[config.mk]
export PLATFORM = sky130hd
export DESIGN_NAME = water_supply_valve_sequencer_flat
export DESIGN_NICKNAME = d
export VERILOG_FILES = /design/src/rtl/water_supply_pkg.sv /design/src/rtl/water_supply_valve_sequencer_if.sv /design/src/rtl/water_supply_channel.sv /design/src/rtl/water_supply_valve_sequencer.sv /design/src/flat_wrapper.sv
export SDC_FILE = /design/constraint.sdc
export NUM_CORES = 1
export LEC_CHECK = 0
export BUFFER_PORTS_ARGS = -buffer_cell sky130_fd_sc_hd__buf_4
export CAP_MARGIN = 20
export CORE_UTILIZATION = 35
export DETAILED_ROUTE_END_ITERATION = 16
export PLACE_DENSITY = 0.6
export SYNTH_ARGS = -nofsm -noshare
export SYNTH_HDL_FRONTEND = slang
export SYNTH_SLANG_ARGS = --single-unit
export TNS_END_PERCENT = 20
[constraint.sdc]
create_clock -name clk -period 3.25 [get_ports clk]
set_input_delay 0.1625 -clock clk [delete_from_list [all_inputs] [get_ports clk]]
set_output_delay 0.1625 -clock clk [all_outputs]
set_load 0.005 [all_outputs]
[src/rtl/water_supply_pkg.sv]
// Shared types and helpers for the water supply valve sequencer.
// Holds the channel state enum, valve code builders and counter sizing.
package water_supply_pkg;

    localparam int VALVE_W_MAX = 64;

    typedef enum logic [1:0] {
        ST_IDLE,
        ST_FILL,
        ST_HOLD,
        ST_FAULT
    } state_t;

    function automatic int cnt_width(input int max_val);
        return (max_val < 1) ? 1 : $clog2(max_val + 1);
    endfunction

    function automatic logic [VALVE_W_MAX-1:0] valve_closed(input int width);
        logic [VALVE_W_MAX-1:0] v;
        v = '0;
        for (int i = 0; i < VALVE_W_MAX; i++) begin
            if (i < width) v[i] = 1'b1;
        end
        return v;
    endfunction

    function automatic logic [VALVE_W_MAX-1:0] valve_open(input int width);
        logic [VALVE_W_MAX-1:0] v;
        v = valve_closed(width);
        v[0] = 1'b0;
        return v;
    endfunction

endpackage

[src/rtl/water_supply_valve_sequencer_if.sv]
// Sensor/command bundle between level front end, sequencer and valve bank.
// The master side drives sensors and permissions; the slave drives valves.
interface water_supply_valve_sequencer_if #(
    parameter int CHANNELS = 4,
    parameter int VALVE_W  = 4
);

    logic [CHANNELS-1:0]         enable;
    logic [CHANNELS-1:0]         low_level;
    logic [CHANNELS-1:0]         high_level;
    logic [CHANNELS-1:0]         fault_clear;
    logic [CHANNELS*VALVE_W-1:0] valve;
    logic [CHANNELS-1:0]         filling;
    logic [CHANNELS-1:0]         fault;
    logic                        fault_any;

    modport master (
        output enable,
        output low_level,
        output high_level,
        output fault_clear,
        input  valve,
        input  filling,
        input  fault,
        input  fault_any
    );

    modport slave (
        input  enable,
        input  low_level,
        input  high_level,
        input  fault_clear,
        output valve,
        output filling,
        output fault,
        output fault_any
    );

endinterface

[src/rtl/water_supply_channel.sv]
// One tank: IDLE/FILL/HOLD/FAULT machine with conflict debounce,
// fill timeout and post-close hold-off counters.
module water_supply_channel
    import water_supply_pkg::*;
#(
    parameter int VALVE_W         = 4,
    parameter int DEBOUNCE_CYCLES = 4,
    parameter int HOLD_CYCLES     = 16,
    parameter int FILL_TIMEOUT    = 1024
) (
    input  logic               clk,
    input  logic               rst_n,
    input  logic               i_enable,
    input  logic               i_low,
    input  logic               i_high,
    input  logic               i_fault_clear,
    input  logic               i_grant,
    output logic               o_req,
    output logic [VALVE_W-1:0] o_valve,
    output logic               o_filling,
    output logic               o_fault
);

    localparam int DEB_W  = cnt_width(DEBOUNCE_CYCLES);
    localparam int HOLD_W = cnt_width(HOLD_CYCLES);
    localparam int FILL_W = cnt_width(FILL_TIMEOUT);

    localparam logic [DEB_W-1:0]  DEB_MAX   = DEB_W'(DEBOUNCE_CYCLES);
    localparam logic [HOLD_W-1:0] HOLD_LAST = HOLD_W'(HOLD_CYCLES - 1);
    localparam logic [FILL_W-1:0] FILL_LAST =
        FILL_W'((FILL_TIMEOUT == 0) ? 0 : FILL_TIMEOUT - 1);

    localparam logic [VALVE_W_MAX-1:0] OPEN_FULL   = valve_open(VALVE_W);
    localparam logic [VALVE_W_MAX-1:0] CLOSED_FULL = valve_closed(VALVE_W);
    localparam logic [VALVE_W-1:0]     VALVE_OPEN  = OPEN_FULL[VALVE_W-1:0];
    localparam logic [VALVE_W-1:0]     VALVE_SHUT  = CLOSED_FULL[VALVE_W-1:0];

    state_t             r_state;
    logic [DEB_W-1:0]   r_deb;
    logic [HOLD_W-1:0]  r_hold;
    logic [FILL_W-1:0]  r_fill;

    logic               w_conflict;
    logic [DEB_W-1:0]   w_deb_next;
    logic               w_stable;
    logic               w_timeout;

    assign w_conflict = i_high & ~i_low;

    always_comb begin
        w_deb_next = '0;
        if (w_conflict) begin
            w_deb_next = (r_deb == DEB_MAX) ? DEB_MAX : r_deb + 1'b1;
        end
    end

    // Stable on the cycle the run of conflicts reaches the threshold
    assign w_stable  = (w_deb_next == DEB_MAX);
    assign w_timeout = (FILL_TIMEOUT != 0) && (r_fill == FILL_LAST);

    assign o_req = (r_state == ST_IDLE) & i_enable & ~i_low & ~w_conflict;

    always_ff @(posedge clk or negedge rst_n) begin
        if (!rst_n) begin
            r_state <= ST_IDLE;
            r_deb   <= '0;
            r_hold  <= '0;
            r_fill  <= '0;
        end else begin
            r_deb <= w_deb_next;
            if (w_stable) begin
                r_state <= ST_FAULT;
                r_hold  <= '0;
                r_fill  <= '0;
            end else begin
                unique case (r_state)
                    ST_IDLE: begin
                        if (o_req && i_grant) begin
                            r_state <= ST_FILL;
                            r_fill  <= '0;
                        end
                    end
                    ST_FILL: begin
                        if (i_high || !i_enable) begin
                            r_state <= ST_HOLD;
                            r_hold  <= '0;
                        end else if (w_timeout) begin
                            r_state <= ST_FAULT;
                            r_fill  <= '0;
                        end else if (FILL_TIMEOUT != 0) begin
                            r_fill <= r_fill + 1'b1;
                        end
                    end
                    ST_HOLD: begin
                        if (r_hold == HOLD_LAST) begin
                            r_state <= ST_IDLE;
                            r_hold  <= '0;
                        end else begin
                            r_hold <= r_hold + 1'b1;
                        end
                    end
                    ST_FAULT: begin
                        // A clear seen during conflict is simply lost
                        if (i_fault_clear && !w_conflict) begin
                            r_state <= ST_HOLD;
                            r_hold  <= '0;
                        end
                    end
                    default: r_state <= ST_IDLE;
                endcase
            end
        end
    end

    assign o_valve   = (r_state == ST_FILL) ? VALVE_OPEN : VALVE_SHUT;
    assign o_filling = (r_state == ST_FILL);
    assign o_fault   = (r_state == ST_FAULT);

endmodule

[src/rtl/water_supply_valve_sequencer.sv]
// Multi-tank fill sequencer: one channel FSM per tank plus fault summary.
// WATER_SUPPLY_SINGLE_OPEN_EN adds a round-robin single-valve-open arbiter.
module water_supply_valve_sequencer
    import water_supply_pkg::*;
#(
    parameter int CHANNELS        = 4,
    parameter int VALVE_W         = 4,
    parameter int DEBOUNCE_CYCLES = 4,
    parameter int HOLD_CYCLES     = 16,
    parameter int FILL_TIMEOUT    = 1024
) (
    input logic clk,
    input logic rst_n,
    water_supply_valve_sequencer_if.slave bus
);

    logic [CHANNELS-1:0] w_req;
    logic [CHANNELS-1:0] w_grant;
    logic [CHANNELS-1:0] w_filling;
    logic [CHANNELS-1:0] w_fault;

    for (genvar g = 0; g < CHANNELS; g++) begin : g_ch
        water_supply_channel #(
            .VALVE_W        (VALVE_W),
            .DEBOUNCE_CYCLES(DEBOUNCE_CYCLES),
            .HOLD_CYCLES    (HOLD_CYCLES),
            .FILL_TIMEOUT   (FILL_TIMEOUT)
        ) u_ch (
            .clk          (clk),
            .rst_n        (rst_n),
            .i_enable     (bus.enable[g]),
            .i_low        (bus.low_level[g]),
            .i_high       (bus.high_level[g]),
            .i_fault_clear(bus.fault_clear[g]),
            .i_grant      (w_grant[g]),
            .o_req        (w_req[g]),
            .o_valve      (bus.valve[g*VALVE_W +: VALVE_W]),
            .o_filling    (w_filling[g]),
            .o_fault      (w_fault[g])
        );
    end

`ifdef WATER_SUPPLY_SINGLE_OPEN_EN
    localparam int PTR_W = (CHANNELS > 1) ? $clog2(CHANNELS) : 1;

    logic [PTR_W-1:0] r_ptr;
    logic [PTR_W-1:0] w_ptr_next;
    logic             w_gnt_any;
    int               w_idx;

    // Search begins at r_ptr; only grant while every valve is shut
    always_comb begin
        w_grant    = '0;
        w_ptr_next = r_ptr;
        w_gnt_any  = 1'b0;
        w_idx      = 0;
        if (~|w_filling) begin
            for (int k = 0; k < CHANNELS; k++) begin
                w_idx = (int'(r_ptr) + k) % CHANNELS;
                if (!w_gnt_any && w_req[w_idx]) begin
                    w_grant[w_idx] = 1'b1;
                    w_gnt_any      = 1'b1;
                    w_ptr_next     = PTR_W'((w_idx + 1) % CHANNELS);
                end
            end
        end
    end

    always_ff @(posedge clk or negedge rst_n) begin
        if (!rst_n) begin
            r_ptr <= '0;
        end else if (w_gnt_any) begin
            r_ptr <= w_ptr_next;
        end
    end
`else
    logic w_unused_req;

    assign w_unused_req = ^w_req;
    assign w_grant      = '1;
`endif

    assign bus.filling   = w_filling;
    assign bus.fault     = w_fault;
    assign bus.fault_any = |w_fault;

endmodule

[src/flat_wrapper.sv]
// flat-port wrapper written by rule: the top's interface ports become plain ports
module water_supply_valve_sequencer_flat import water_supply_pkg::*;
#(
    parameter int CHANNELS        = 4,
    parameter int VALVE_W         = 4,
    parameter int DEBOUNCE_CYCLES = 4,
    parameter int HOLD_CYCLES     = 16,
    parameter int FILL_TIMEOUT    = 1024
)
  (clk, rst_n, bus_enable, bus_low_level, bus_high_level, bus_fault_clear, bus_valve, bus_filling, bus_fault, bus_fault_any);
  water_supply_valve_sequencer_if #(.CHANNELS(CHANNELS), .VALVE_W(VALVE_W)) bus_i ();
  input logic clk;
  input logic rst_n;
  input wire logic [$bits(bus_i.enable)-1:0] bus_enable;
  input wire logic [$bits(bus_i.low_level)-1:0] bus_low_level;
  input wire logic [$bits(bus_i.high_level)-1:0] bus_high_level;
  input wire logic [$bits(bus_i.fault_clear)-1:0] bus_fault_clear;
  output wire logic [$bits(bus_i.valve)-1:0] bus_valve;
  output wire logic [$bits(bus_i.filling)-1:0] bus_filling;
  output wire logic [$bits(bus_i.fault)-1:0] bus_fault;
  output wire logic [$bits(bus_i.fault_any)-1:0] bus_fault_any;
  assign bus_i.enable = bus_enable;
  assign bus_i.low_level = bus_low_level;
  assign bus_i.high_level = bus_high_level;
  assign bus_i.fault_clear = bus_fault_clear;
  assign bus_valve = bus_i.valve;
  assign bus_filling = bus_i.filling;
  assign bus_fault = bus_i.fault;
  assign bus_fault_any = bus_i.fault_any;
  water_supply_valve_sequencer #(.CHANNELS(CHANNELS), .VALVE_W(VALVE_W), .DEBOUNCE_CYCLES(DEBOUNCE_CYCLES), .HOLD_CYCLES(HOLD_CYCLES), .FILL_TIMEOUT(FILL_TIMEOUT)) u_core (.clk(clk), .rst_n(rst_n), .bus(bus_i));
endmodule
Yosys cells after proc, flatten, opt, wreduce, memory -nomap -nowiden
Index checks and enable logic that the tools add are counted.
Word-level totals
  register bits: 84
  bits of input ports: 18
  output and inout bits: 25
  logic and storage cells: 225
Operators by class
  add/sub/neg operators: 12
  eq/ne operators: 52
  multiplexer cells: 80
  bitwise logic cells: 24
  reduce and logical (&&, ||, !) cells: 41
Operators by type and width (count)
  $mux 11: 16
  $pmux 11 s2: 4
  $mux 5: 16
  $pmux 5 s3: 4
  $mux 2: 24
  $add 11x1->11 const B: 4
  $eq 11x10->1 const B: 4
  $ne 3x3->1 const B: 12
  $pmux 2 s4: 4
  $eq 3x3->1 const B: 8
  $mux 3: 8
  $ne 3x1->1 const B: 8
  $reduce_and 3->1: 8
  $add 5x1->5 const B: 4
  $eq 5x4->1 const B: 4
  $and 1x1->1: 16
  $eq 2x2->1 const B: 8
  $ne 4x1->1 const B: 4
  $reduce_and 4->1: 4
  $reduce_bool 4->1: 4
  $add 3x1->3 const B: 4
  $reduce_bool 3->1: 4
  $eq 2x1->1 const B: 4
  $logic_not 1->1: 8
  6 further kinds: 25

Depth between registers and ports, before layout
Gate-level depths: netlist of run 1.
  word-level depth: 7
  gate-level depth with buffers: 8
  depth with buffers taken out: 7

Cells and area by module
Synthesis of run 1 repeated with hierarchy kept, for this count alone.
Second synthesis, totals
  cells, all modules: 547
  area, all modules: 5077.4 um^2
By module, submodules not included
  water_supply_channel at u_core.g_ch[0].u_ch ...: times used 2, cells an instance 130, area an instance 1231.2 um^2, seq. area each 525.5 um^2
  water_supply_channel at u_core.g_ch[1].u_ch: times used 1, cells an instance 142, area an instance 1318.8 um^2, seq. area each 525.5 um^2
  water_supply_channel at u_core.g_ch[3].u_ch: times used 1, cells an instance 143, area an instance 1285.0 um^2, seq. area each 525.5 um^2
  water_supply_valve_sequencer: times used 1, cells an instance 2, area an instance 11.3 um^2, seq. area each 0.0 um^2

Worst setup path before layout of run 1
Ideal clock, no wire load.
  path type: register to register
  start point: register u_core.g_ch[1].u_ch.r_deb[0]
  end point: register u_core.g_ch[1].u_ch.r_fill[4]
  setup time: 0.126 ns
  arrival time: 1.990 ns
  required time: 3.124 ns
  setup slack: 1.134 ns
  cell stages (with the launch flop): 8
  buffers on the path: 1
  clock period less this slack: 2.116 ns
  cell sequence: dfrtp_1 > ha_1 > nand2b_1 > a2111oi_0 > clkbuf_1 > nor2_1 > a21oi_1 > mux2i_1
On the way
  cells in the longest elaborated chain, start to end: 6
  elaborated cells between the ends (all ways): 10
  those cells by class: 1 x add/sub; 4 x eq/ne; 3 x mux; 2 x reduce/logical
RTL lines
  from (decl): line water_supply_channel.sv:39  | logic [DEB_W-1:0] r_deb;
  from (signal assigned): line water_supply_channel.sv:70  | r_deb <= w_deb_next;
  $add 3x1->3 or $eq 3x3->1 (tied branches): line water_supply_channel.sv:53  | w_deb_next = (r_deb == DEB_MAX) ? DEB_MAX : r_deb + 1'b1;
  $mux 3 *: line water_supply_channel.sv:53
  $mux 3 *: line water_supply_channel.sv:52  | if (w_conflict) begin
  $eq 3x3->1 *: line water_supply_channel.sv:58  | assign w_stable = (w_deb_next == DEB_MAX);
  $ne 3x3->1 (no line) or $reduce_bool 3->1 (tied branches)
  $reduce_and 3->1 (no line)
  to (signal assigned): line water_supply_channel.sv:91  | r_fill <= r_fill + 1'b1;
  to (decl): line water_supply_channel.sv:41  | logic [FILL_W-1:0] r_fill;
Every way passes the cells marked *; elsewhere a longest branch is shown, timed or not.
A chain may end at the register's enable or synchronous reset.

Worst setup path after layout of run 1
  start point: register u_core.g_ch[2].u_ch.r_deb[0]
  end point: register u_core.g_ch[2].u_ch.r_fill[3]
On the way
  cells in the longest elaborated chain, start to end: 6
  elaborated cells between the ends (all ways): 10
  those cells by class: 1 x add/sub; 4 x eq/ne; 3 x mux; 2 x reduce/logical
RTL lines (line)
  from (decl): water_supply_channel.sv:39
  from (signal assigned): water_supply_channel.sv:70
  $add 3x1->3 or $eq 3x3->1 (tied branches): water_supply_channel.sv:53
  $mux 3 *: water_supply_channel.sv:53
  $mux 3 *: water_supply_channel.sv:52
  $eq 3x3->1 *: water_supply_channel.sv:58
  $ne 3x3->1 (no line) or $reduce_bool 3->1 (tied branches)
  $reduce_and 3->1 (no line)
  to (signal assigned): water_supply_channel.sv:91
  to (decl): water_supply_channel.sv:41
Marked as above.

==> impl_metrics.json, run 1 <==
{
  "outcome": "finished, final reports clean",
  "max_stage_delay_ps": 700,
  "grt_start_max_net_pins": 85,
  "place_ws_ps": 1150,
  "crit_path_frequent_cell": "o21ai_1",
  "fin_area_sq_um": 5390,
  "hold_viol_final": 0,
  "totalWireLength_mm": 9.90,
  "htreeDepth": 3,
  "whs_path_depth": 2,
  "core_area_sq_um": 13200,
  "synth_top_cells_by_area": "dfrtp_1 44%, ha_1 4.2%, a21oi_1 4.1%",
  "start_kind": "flip-flop",
  "cts-root-buf": "clkbuf_16",
  "fmax_mhz": 467,
  "synth-async-reset-ratio": 1.00,
  "synth_commonest_cells": "84 x dfrtp_1, 48 x nand2_1, 44 x nor2_1",
  "place_inst": 730,
  "min-delay-start": "bus_high_level[1]",
  "synth_flop_cell": "dfrtp_1",
  "cts_resized": 0,
  "clock_latency_ps": 340,
  "portBuffers": 30,
  "drt_iter0_drc": 222,
  "synth_top_area_share": 0.444,
  "worstSetupPathType": "flip-flop to flip-flop",
  "worstReg2RegEnd": "u_core.g_ch[2].u_ch.r_fill[3]",
  "power_mw": 3.18,
  "hold_class": "input port to flip-flop",
  "cp.required_ps": 3470,
  "cp-end-kind": "flip-flop",
  "slew_headroom": 0.374,
  "r2r-start": "u_core.g_ch[2].u_ch.r_deb[0]",
  "final.setup.tns_ps": 0,
  "ys_ff_latch": 84,
  "ir_drop_mv": 0.277,
  "syn_inst": 538,
  "gp_congestion": 0.808,
  "synth_area_sq_um": 4740,
  "clk_pin_slew_worst_paths_ps": 60,
  "rows": 42,
  "final_cells": 748,
  "synth_warnings": 0,
  "drv_cap": 0,
  "synth_edf_count": 0,
  "track_usage": 0.151,
  "die_area_sq_um": 14000,
  "path_max_fanout": 7,
  "slowest_stage": "a2111oi_2",
  "drt_pass1_iterations": 4,
  "syn_avg_cell_area_sq_um": 8.81,
  "die_y_microns": 118,
  "tightest_slew_ps": 931,
  "drv_slew": 0,
  "drc_errors": 0,
  "drive_gt1_frac": 0.0979,
  "overflow": 0,
  "placed_area_sq_um": 5070,
  "cts_tree": "done",
  "yosysMostFrequentCell": "dfrtp_1",
  "clockBufferDepth": 2,
  "final_nets": 601,
  "worst_slack_ps": 1110,
  "die_w_microns": 118,
  "vias": 3954,
  "setup_violations": 0,
  "synth_area_leader_cell": "dfrtp_1",
  "holdPathEnd": "u_core.g_ch[1].u_ch.r_deb[1]",
  "crit_path_cell_trace": "ha_1 -> nand2b_1 -> a2111oi_2 -> nor2_1 -> o21ai_1 -> o21ai_1",
  "min_period_ps": 2140,
  "power_density_nw_per_um2": 590,
  "numCtsBuffers": 9,
  "r2r_slack_ps": 1110,
  "skew_ps": 7.73,
  "p_leak_nw": 2.36,
  "hpwlAfterDp_mm": 6.94,
  "antenna_found_initial": 0,
  "clock-sinks": 84,
  "grt_pass1_vias": 3780,
  "synthDistinctLibCells": 58,
  "diodes": 0,
  "wl_per_cell_microns": 13.2,
  "arrival_ps": 2360,
  "detail_route.vias_per_cell": 5.29,
  "fin_crit_sh": 0.659,
  "grt_pass1_wl_mm": 17.3,
  "floorplan.initialDensity": 0.358,
  "synthToLayoutAreaGrowth_pct": 13.7,
  "rsz0062_at_grt": "false",
  "ys_seq_area_frac": 0.444,
  "rr_worst_depth": 6,
  "crit_family": "compound AO/OA/AOI/OAI gates",
  "cp_num_buf_inv": 0,
  "ios": 43,
  "final_antenna_net_count": 0
}
-- how the worst max path moves through the flow --
stage,depth (start not counted),start,endpoint
detailed placement,6,u_core.g_ch[2].u_ch.r_deb[0],u_core.g_ch[2].u_ch.r_fill[9]
global placement,6,u_core.g_ch[2].u_ch.r_deb[0],u_core.g_ch[2].u_ch.r_fill[3]
CTS,6,u_core.g_ch[2].u_ch.r_deb[0],u_core.g_ch[2].u_ch.r_fill[9]
floorplan,7,u_core.g_ch[1].u_ch.r_deb[0],u_core.g_ch[1].u_ch.r_fill[4]
global route,6,u_core.g_ch[2].u_ch.r_deb[0],u_core.g_ch[2].u_ch.r_fill[3]
finish,6,u_core.g_ch[2].u_ch.r_deb[0],u_core.g_ch[2].u_ch.r_fill[3]
-- cell type report --
cell class / count / area, sq um
clock buffers: 13 / 260
clock inverters: 3 / 21.3
fillers: 1347 / 7850
inverters: 30 / 113
multi-input cells: 408 / 2390
flip-flops and latches: 84 / 2100
well taps: 176 / 220
repair buffers: 34 / 278
-- power breakdown --
group          switching, mW  internal (mW)  leakage [nW]  total (mW)
clock network          0.413          0.560         0.136       0.973
logic                  0.430          0.359          1.10       0.789
registers              0.195           1.22          1.13        1.42
-- stage by stage --
step,hold slack [ps],utilization
3_5_place_dp,424,0.383
2_1_floorplan,-133,-
5_1_grt,83.5,0.407
3_3_place_gp,415,0.383
4_1_cts,61.9,0.404
6_report,77.1,0.407
-- placed cells by master, fill, tap and decap left out, types with 4 or more instances in the layout --
master	count
inv_1	29
nor3b_1	4
nor2_1	44
nand2b_1	17
conb_1	12
a211oi_1	7
nor2b_1	13
nand4_1	10
o21ai_1	20
clkbuf_16	9
and3_1	5
xor2_1	4
or3_1	9
or2_2	4
ha_1	16
o21ai_0	22
nand2_1	48
dfrtp_1	84
buf_4	32
a21oi_1	39
mux2i_1	6
a31oi_1	17
nand3_1	33
nor3_1	23
a41oi_1	4
-- metal layers --
layer / routed length, microns / part of all wire / vias up / global-route usage
met3: 347 / 0.035 / 9 / 0.0458
met2: 4640 / 0.47 / 71 / 0.248
li1: - / - / 1965 / -
met1: 4820 / 0.49 / 1909 / 0.195
met5: 0 / 0 / - / 0
met4: 92 / 0.0093 / 0 / 0.0380
-- cell families (layout without fill, tap and decap cells) --
family | Yosys count | after routing | share of synthesized area
multiplexers | 7 | 7 | 0.0150
XOR/XNOR | 6 | 6 | 0.0111
adder cells (fa/ha/maj) | 16 | 16 | 0.0422
buffers and inverters | 57 | 80 | 0.0612
AND/OR/NAND/NOR | 228 | 228 | 0.246
AO/OA/AOI/OAI | 139 | 139 | 0.180
flip-flops | 84 | 84 | 0.444
other | 1 | 12 | 0.000791
-- worst reg2reg max path, delay by kind of cell (launching register included) --
kind | cells | cell delay, ps
AND/OR/NAND/NOR | 2 | 400
adder cells (fa/ha/maj) | 1 | 250
flip-flops | 1 | 420
AO/OA/AOI/OAI | 3 | 960
-- flip-flops by register name, indices dropped and copies added (netlist names) --
name and flops:
u_core.g_ch.u_ch.r_fill 44, u_core.g_ch.u_ch.r_hold 20, u_core.g_ch.u_ch.r_state 8, u_core.g_ch.u_ch.r_deb 12
-- timing repair --
action	in CTS	in global routing
buffers inserted	0	0
endpoints found under the hold margin	0	38
hold buffers	0	1
(Power assumes the default switching activity.)
==> run 2, diff against run 1 <==
- clock period: 3.25 -> 2 ns (I/O delays scaled with it)
==> impl_metrics.json, run 2 (synthesis gave the netlist of run 1 again) <==
{
  "skew_ps": 6.49,
  "final_nets": 626,
  "grt_pass1_vias": 3974,
  "placed_area_sq_um": 5260,
  "worstReg2RegEnd": "u_core.g_ch[1].u_ch.r_fill[7]",
  "min-delay-start": "bus_fault_clear[0]",
  "layout_commonest_cell": "dfrtp_1",
  "setup_violations": 0,
  "die_area_sq_um": 14000,
  "antenna_found_initial": 0,
  "cp.required_ps": 2200,
  "cts-root-buf": "clkbuf_16",
  "top_regs": "u_core.g_ch.u_ch.r_fill x44, u_core.g_ch.u_ch.r_hold x20, u_core.g_ch.u_ch.r_deb x12",
  "nFillCells": 1302,
  "drive_gt1_frac": 0.151,
  "clock-sinks": 84,
  "rows": 42,
  "hold_viol_final": 0,
  "slew_headroom": 0.551,
  "place_inst": 754,
  "whs_path_depth": 3,
  "overflow": 0,
  "start_kind": "flip-flop",
  "drv_cap": 0,
  "die_w_microns": 118,
  "holdWs_ps": 74.3,
  "drt_iter0_drc": 257,
  "final_cells": 773,
  "fin_area_sq_um": 5660,
  "cts_tree": "done",
  "path_max_fanout": 7,
  "numCtsBuffers": 9,
  "fmax_mhz": 512,
  "grt_start_max_net_pins": 71,
  "clockBufferDepth": 2,
  "grt_pass1_wl_mm": 18.2,
  "worstSetupPathType": "flip-flop to flip-flop",
  "hold_class": "input port to flip-flop",
  "min_period_ps": 1950,
  "drc_errors": 0,
  "fin_util": 0.427,
  "detail_route.vias_per_cell": 5.23,
  "arrival_ps": 2160,
  "cp-end-kind": "flip-flop",
  "final_antenna_net_count": 0,
  "clock_latency_ps": 340,
  "power_density_nw_per_um2": 947,
  "largest_register_ffs": 44,
  "floorplan.initialDensity": 0.358,
  "r2r_slack_ps": 50,
  "die_y_microns": 118,
  "portBuffers": 30,
  "r2r-start": "u_core.g_ch[1].u_ch.r_deb[0]",
  "outcome": "finished, final reports clean",
  "ir_drop_mv": 0.463,
  "synthToLayoutAreaGrowth_pct": 19.4,
  "hpwlAfterDp_mm": 7.34,
  "vias": 4043,
  "gp_congestion": 0.855,
  "fin_crit_sh": 0.977,
  "clk_pin_slew_worst_paths_ps": 60,
  "core_area_sq_um": 13200,
  "final_cell_mix": "84 x dfrtp_1, 55 x buf_4, 48 x nand2_1, 43 x nor2_1, 36 x a21oi_1",
  "rsz0062_at_grt": "true",
  "wl_per_cell_microns": 13.3,
  "totalWireLength_mm": 10.3,
  "drt_pass1_iterations": 4,
  "largest-register": "u_core.g_ch.u_ch.r_fill",
  "htreeDepth": 3,
  "drv_slew": 0,
  "p_leak_nw": 2.49,
  "track_usage": 0.157,
  "tightest_slew_ps": 668,
  "holdPathEnd": "u_core.g_ch[0].u_ch.r_state[0]",
  "diodes": 0,
  "ios": 43,
  "rr_worst_depth": 10
}
==> run 2: cell types whose count changed in the layout (fill, tap and decap cells not counted), moves of 2 or more <==
| cell | before | now |
|---|---|---|
| ha_1 | 16 | 14 |
| o21ai_1 | 20 | 18 |
| a21oi_2 | 0 | 2 |
| buf_4 | 32 | 55 |
| o21ai_2 | 0 | 2 |
| a21oi_1 | 39 | 36 |
==> run 2: per-stage QoR <==
| stage | setup TNS [ps] | total power, mW | setup slack [ps] |
|---|---|---|---|
| after floorplan | 0 | 3.24 | 23.1 |
| after global placement | 0 | 3.58 | 112 |
| after detailed placement | 0 | 3.65 | 19.0 |
| after CTS | 0 | 5.39 | 9.44 |
| after global routing | -180 | 5.75 | -48.3 |
| final | 0 | 5.36 | 47.0 |
==> run 2: worst max-delay path, cell delays in order, from the launching register on <==
cell	delay, ps
dfrtp_1	400
buf_6	130
inv_2	60
ha_4	140
nor2b_1	50
a2111oi_2	370
buf_4	230
nor3_1	60
buf_4	170
o21ai_0	90
a31oi_1	120
==> run 2: area by class of cell <==
type	instances	area, sq um	share of cell area
multi-input combinational	408	2450	0.434
sequential	84	2100	0.371
timing repair buffer	59	464	0.0820
clock buffer	13	260	0.0460
tap	176	220	0.0389
inverter	30	113	0.0199
clock inverter	3	45.0	0.00796
==> run 2: worst max path at each step <==
stage,from,to,cells after the start
2_1_floorplan,u_core.g_ch[1].u_ch.r_deb[0],u_core.g_ch[1].u_ch.r_fill[4],7
3_3_place_gp,u_core.g_ch[1].u_ch.r_deb[0],u_core.g_ch[1].u_ch.r_fill[0],8
3_5_place_dp,u_core.g_ch[1].u_ch.r_deb[0],u_core.g_ch[1].u_ch.r_fill[0],8
4_1_cts,u_core.g_ch[1].u_ch.r_deb[0],u_core.g_ch[1].u_ch.r_fill[0],8
5_1_grt,u_core.g_ch[3].u_ch.r_deb[0],u_core.g_ch[3].u_ch.r_fill[4],8
6_report,u_core.g_ch[1].u_ch.r_deb[0],u_core.g_ch[1].u_ch.r_fill[7],10
==> run 2: what timing repair did <==
action	4_1_cts	5_1_grt
hold buffers	2	0
setup buffers	0	1
endpoints found under the hold margin	85	0
endpoints found under the setup margin	0	23
gates resized for setup	0	14
==> run 2: where the power goes <==
group | switching [mW] | leakage [nW] | total (mW) | internal (mW)
registers | 0.321 | 1.13 | 2.30 | 1.98
logic | 0.715 | 1.22 | 1.34 | 0.629
clock network | 0.672 | 0.142 | 1.71 | 1.04
==> run 2: per-layer routing <==
layer  routed length (microns)  GRT usage  part of all wire
met2                      5030      0.270              0.49
met4                       119     0.0538             0.012
met5                         0          0                 0
met1                      4850      0.197              0.47
met3                       282     0.0319             0.027
==> run 3, diff against run 2 <==
- ABC_AREA: not set -> 1
- MAX_ROUTING_LAYER: not set -> met4
- PLACE_DENSITY: 0.6 -> 0.59
==> impl_metrics.json, run 3 <==
{
  "rsz0062_at_grt": "false",
  "drc_errors": 0,
  "power_density_nw_per_um2": 1020,
  "power_frac_comb": 0.376,
  "cts_tree": "done",
  "portBuffers": 30,
  "worstSetupPathType": "flip-flop to flip-flop",
  "pwr-share-seq": 0.361,
  "fin_crit_sh": 0.910,
  "cp-end-kind": "flip-flop",
  "syn_avg_cell_area_sq_um": 7.29,
  "die_y_microns": 126,
  "drt_iter0_drc": 210,
  "gp_congestion": 0.810,
  "grt_pass1_vias": 4115,
  "synth_top_area_share": 0.388,
  "totalWireLength_mm": 10.3,
  "antenna_found_initial": 0,
  "synth-async-reset-ratio": 1.00,
  "crit_path_cell_trace": "inv_1 -> ha_1 -> inv_1 -> nor2_1 -> nor2_1 -> nand2_1 -> buf_4 -> nand3_1 -> nand2_1 -> o21bai_1",
  "yosysMostFrequentCell": "nand2_1",
  "synthToLayoutAreaGrowth_pct": 11.9,
  "cts-root-buf": "clkbuf_16",
  "synth_top_cells_by_area": "dfrtp_1 39%, nand2_1 15%, inv_1 6.6%",
  "p_switching_mw": 2.40,
  "core_area_sq_um": 15100,
  "hold_class": "input port to flip-flop",
  "grt_pass1_wl_mm": 18.2,
  "clock_latency_ps": 330,
  "grt_start_max_net_pins": 40,
  "ys_ff_latch": 84,
  "largest_register_ffs": 44,
  "die_area_sq_um": 16000,
  "synthDistinctLibCells": 38,
  "slowest_stage": "dfrtp_1",
  "clock-sinks": 84,
  "post_cts_buffers": 0,
  "internal_power_mw": 3.75,
  "final_cell_mix": "209 x nand2_1, 94 x inv_1, 84 x dfrtp_1, 78 x nor2_1, 69 x nand3_1",
  "track_usage": 0.143,
  "fin_util": 0.400,
  "layout_commonest_cell": "nand2_1",
  "ios": 43,
  "synth_edf_count": 0,
  "largest-register": "u_core.g_ch.u_ch.r_fill",
  "rr_worst_depth": 10,
  "drv_slew": 0,
  "wl_per_cell_microns": 10.7,
  "diodes": 0,
  "synth_area_sq_um": 5420,
  "detail_route.vias_per_cell": 4.58,
  "rows": 45,
  "max_stage_delay_ps": 350,
  "whs_path_depth": 4,
  "outcome": "finished, final reports clean",
  "ir_drop_mv": 0.577,
  "start_kind": "flip-flop",
  "drv_cap": 0,
  "final.setup.tns_ps": 0,
  "drive_gt1_frac": 0.132,
  "fmax_mhz": 549,
  "overflow": 0,
  "top_regs": "u_core.g_ch.u_ch.r_fill x44, u_core.g_ch.u_ch.r_hold x20, u_core.g_ch.u_ch.r_deb x12",
  "syn_inst": 743,
  "synth_warnings": 0,
  "path_max_fanout": 9,
  "clockBufferDepth": 2,
  "floorplan.initialDensity": 0.358,
  "setup_violations": 0,
  "final_nets": 808,
  "arrival_ps": 2040,
  "ys_seq_area_frac": 0.388,
  "switching_share": 0.390,
  "nFillCells": 1578,
  "numCtsBuffers": 9,
  "htreeDepth": 3,
  "synth_area_leader_cell": "dfrtp_1",
  "synth_commonest_cells": "210 x nand2_1, 95 x inv_1, 84 x dfrtp_1",
  "drt_pass1_iterations": 4,
  "p_leak_nw": 3.05,
  "hpwlAfterDp_mm": 7.64,
  "die_w_microns": 126,
  "cp.required_ps": 2220,
  "clock_power_share": 0.263,
  "synth_flop_cell": "dfrtp_1",
  "clk_pin_slew_worst_paths_ps": 60,
  "vias": 4433,
  "skew_ps": 4.49,
  "final_antenna_net_count": 0,
  "min_period_ps": 1820,
  "hold_viol_final": 0
}
==> run 3: cell count changes in the layout (fill, tap and decap cells not counted), moves of 14 or more <==
cell / before / now
a21oi_1: 36 / 19
a31oi_1: 17 / 0
buf_4: 55 / 37
inv_1: 28 / 94
nand2_1: 48 / 209
nand2_2: 0 / 15
nand2b_1: 17 / 0
nand3_1: 33 / 69
nand4_1: 10 / 24
nor2_1: 43 / 78
nor3_1: 22 / 3
==> run 3: layout make-up <==
class                   instances  area [sq um]  area share
multi-input cells             539          2750       0.454
flip-flops and latches         84          2100       0.347
inverters                     101           379      0.0626
repair buffers                 39           308      0.0508
well taps                     188           235      0.0388
clock buffers                  11           233      0.0384
clock inverters                 5          52.6     0.00867
==> run 3: path summary, 6_finish.rpt <==
path                                                 from                             end  slack, ps
setup reg to reg             u_core.g_ch[3].u_ch.r_deb[0]  u_core.g_ch[3].u_ch.r_state[1]        180
hold reg to reg            u_core.g_ch[1].u_ch.r_fill[10]  u_core.g_ch[1].u_ch.r_fill[10]        470
max in group asynchronous                           rst_n   u_core.g_ch[1].u_ch.r_fill[0]       1200
setup / recovery             u_core.g_ch[3].u_ch.r_deb[0]  u_core.g_ch[3].u_ch.r_state[1]        180
hold / removal                           bus_low_level[2]    u_core.g_ch[2].u_ch.r_deb[1]         80
min in group asynchronous                           rst_n   u_core.g_ch[2].u_ch.r_hold[2]        250
==> run 3: kinds of logic after synthesis <==
group                      count (synthesis)  synth area share
other                                      1          0.000692
adders and majority gates                 16            0.0370
xor gates and xnor gates                  20            0.0323
muxes                                      1           0.00185
AOI/OAI and AO/OA                         65            0.0695
DFF                                       84             0.388
buffers and inverters                    131             0.114
and+or+nand+nor                          425             0.356
==> run 3: through the flow <==
| stage | worst slack [ps] | std cells | hold WS (ps) | area, sq um | total power, mW |
|---|---|---|---|---|---|
| floorplan | 383 | 754 | -196 | 5460 | 4.05 |
| global placement | 145 | 950 | 85.7 | 5750 | 4.55 |
| detailed placement | 86.7 | 950 | 84.1 | 5750 | 4.56 |
| CTS | 83.4 | 967 | 63.6 | 6050 | 6.22 |
| global route | 4.09 | 967 | 74.0 | 6060 | 6.68 |
| finish | 180 | 967 | 80.6 | 6060 | 6.15 |
==> run 3: worst max-delay path, delay by kind of cell, from the launching register on <==
family          cells  cell delay, ps
fa+ha+maj           1             290
simple gates        5             570
buf+inv             3             330
flops               1             350
compound gates      1             150
==> run 3: metal layers <==
metal,share of wire,global-route usage,up-vias,wire length [microns]
li1,-,-,2382,-
met1,0.51,0.183,1983,5280
met2,0.44,0.229,59,4570
met3,0.034,0.0316,9,348
met4,0.011,0.0404,0,111
met5,0,-,-,0
==> run 3: power by group through the flow <==
stage / combinational, mW / clock [mW] / sequential, mW
after floorplan: 1.86 / 0 / 2.19
after global placement: 2.30 / 0 / 2.25
after detailed placement: 2.32 / 0 / 2.24
after CTS: 2.32 / 1.68 / 2.22
after global routing: 2.67 / 1.75 / 2.26
final: 2.31 / 1.62 / 2.22
==> run 3: timing repair <==
action                                 CTS  global route
hold buffers                             1             0
setup endpoints to repair                0            20
gates resized for setup                  0             5
endpoints found under the hold margin   31             0
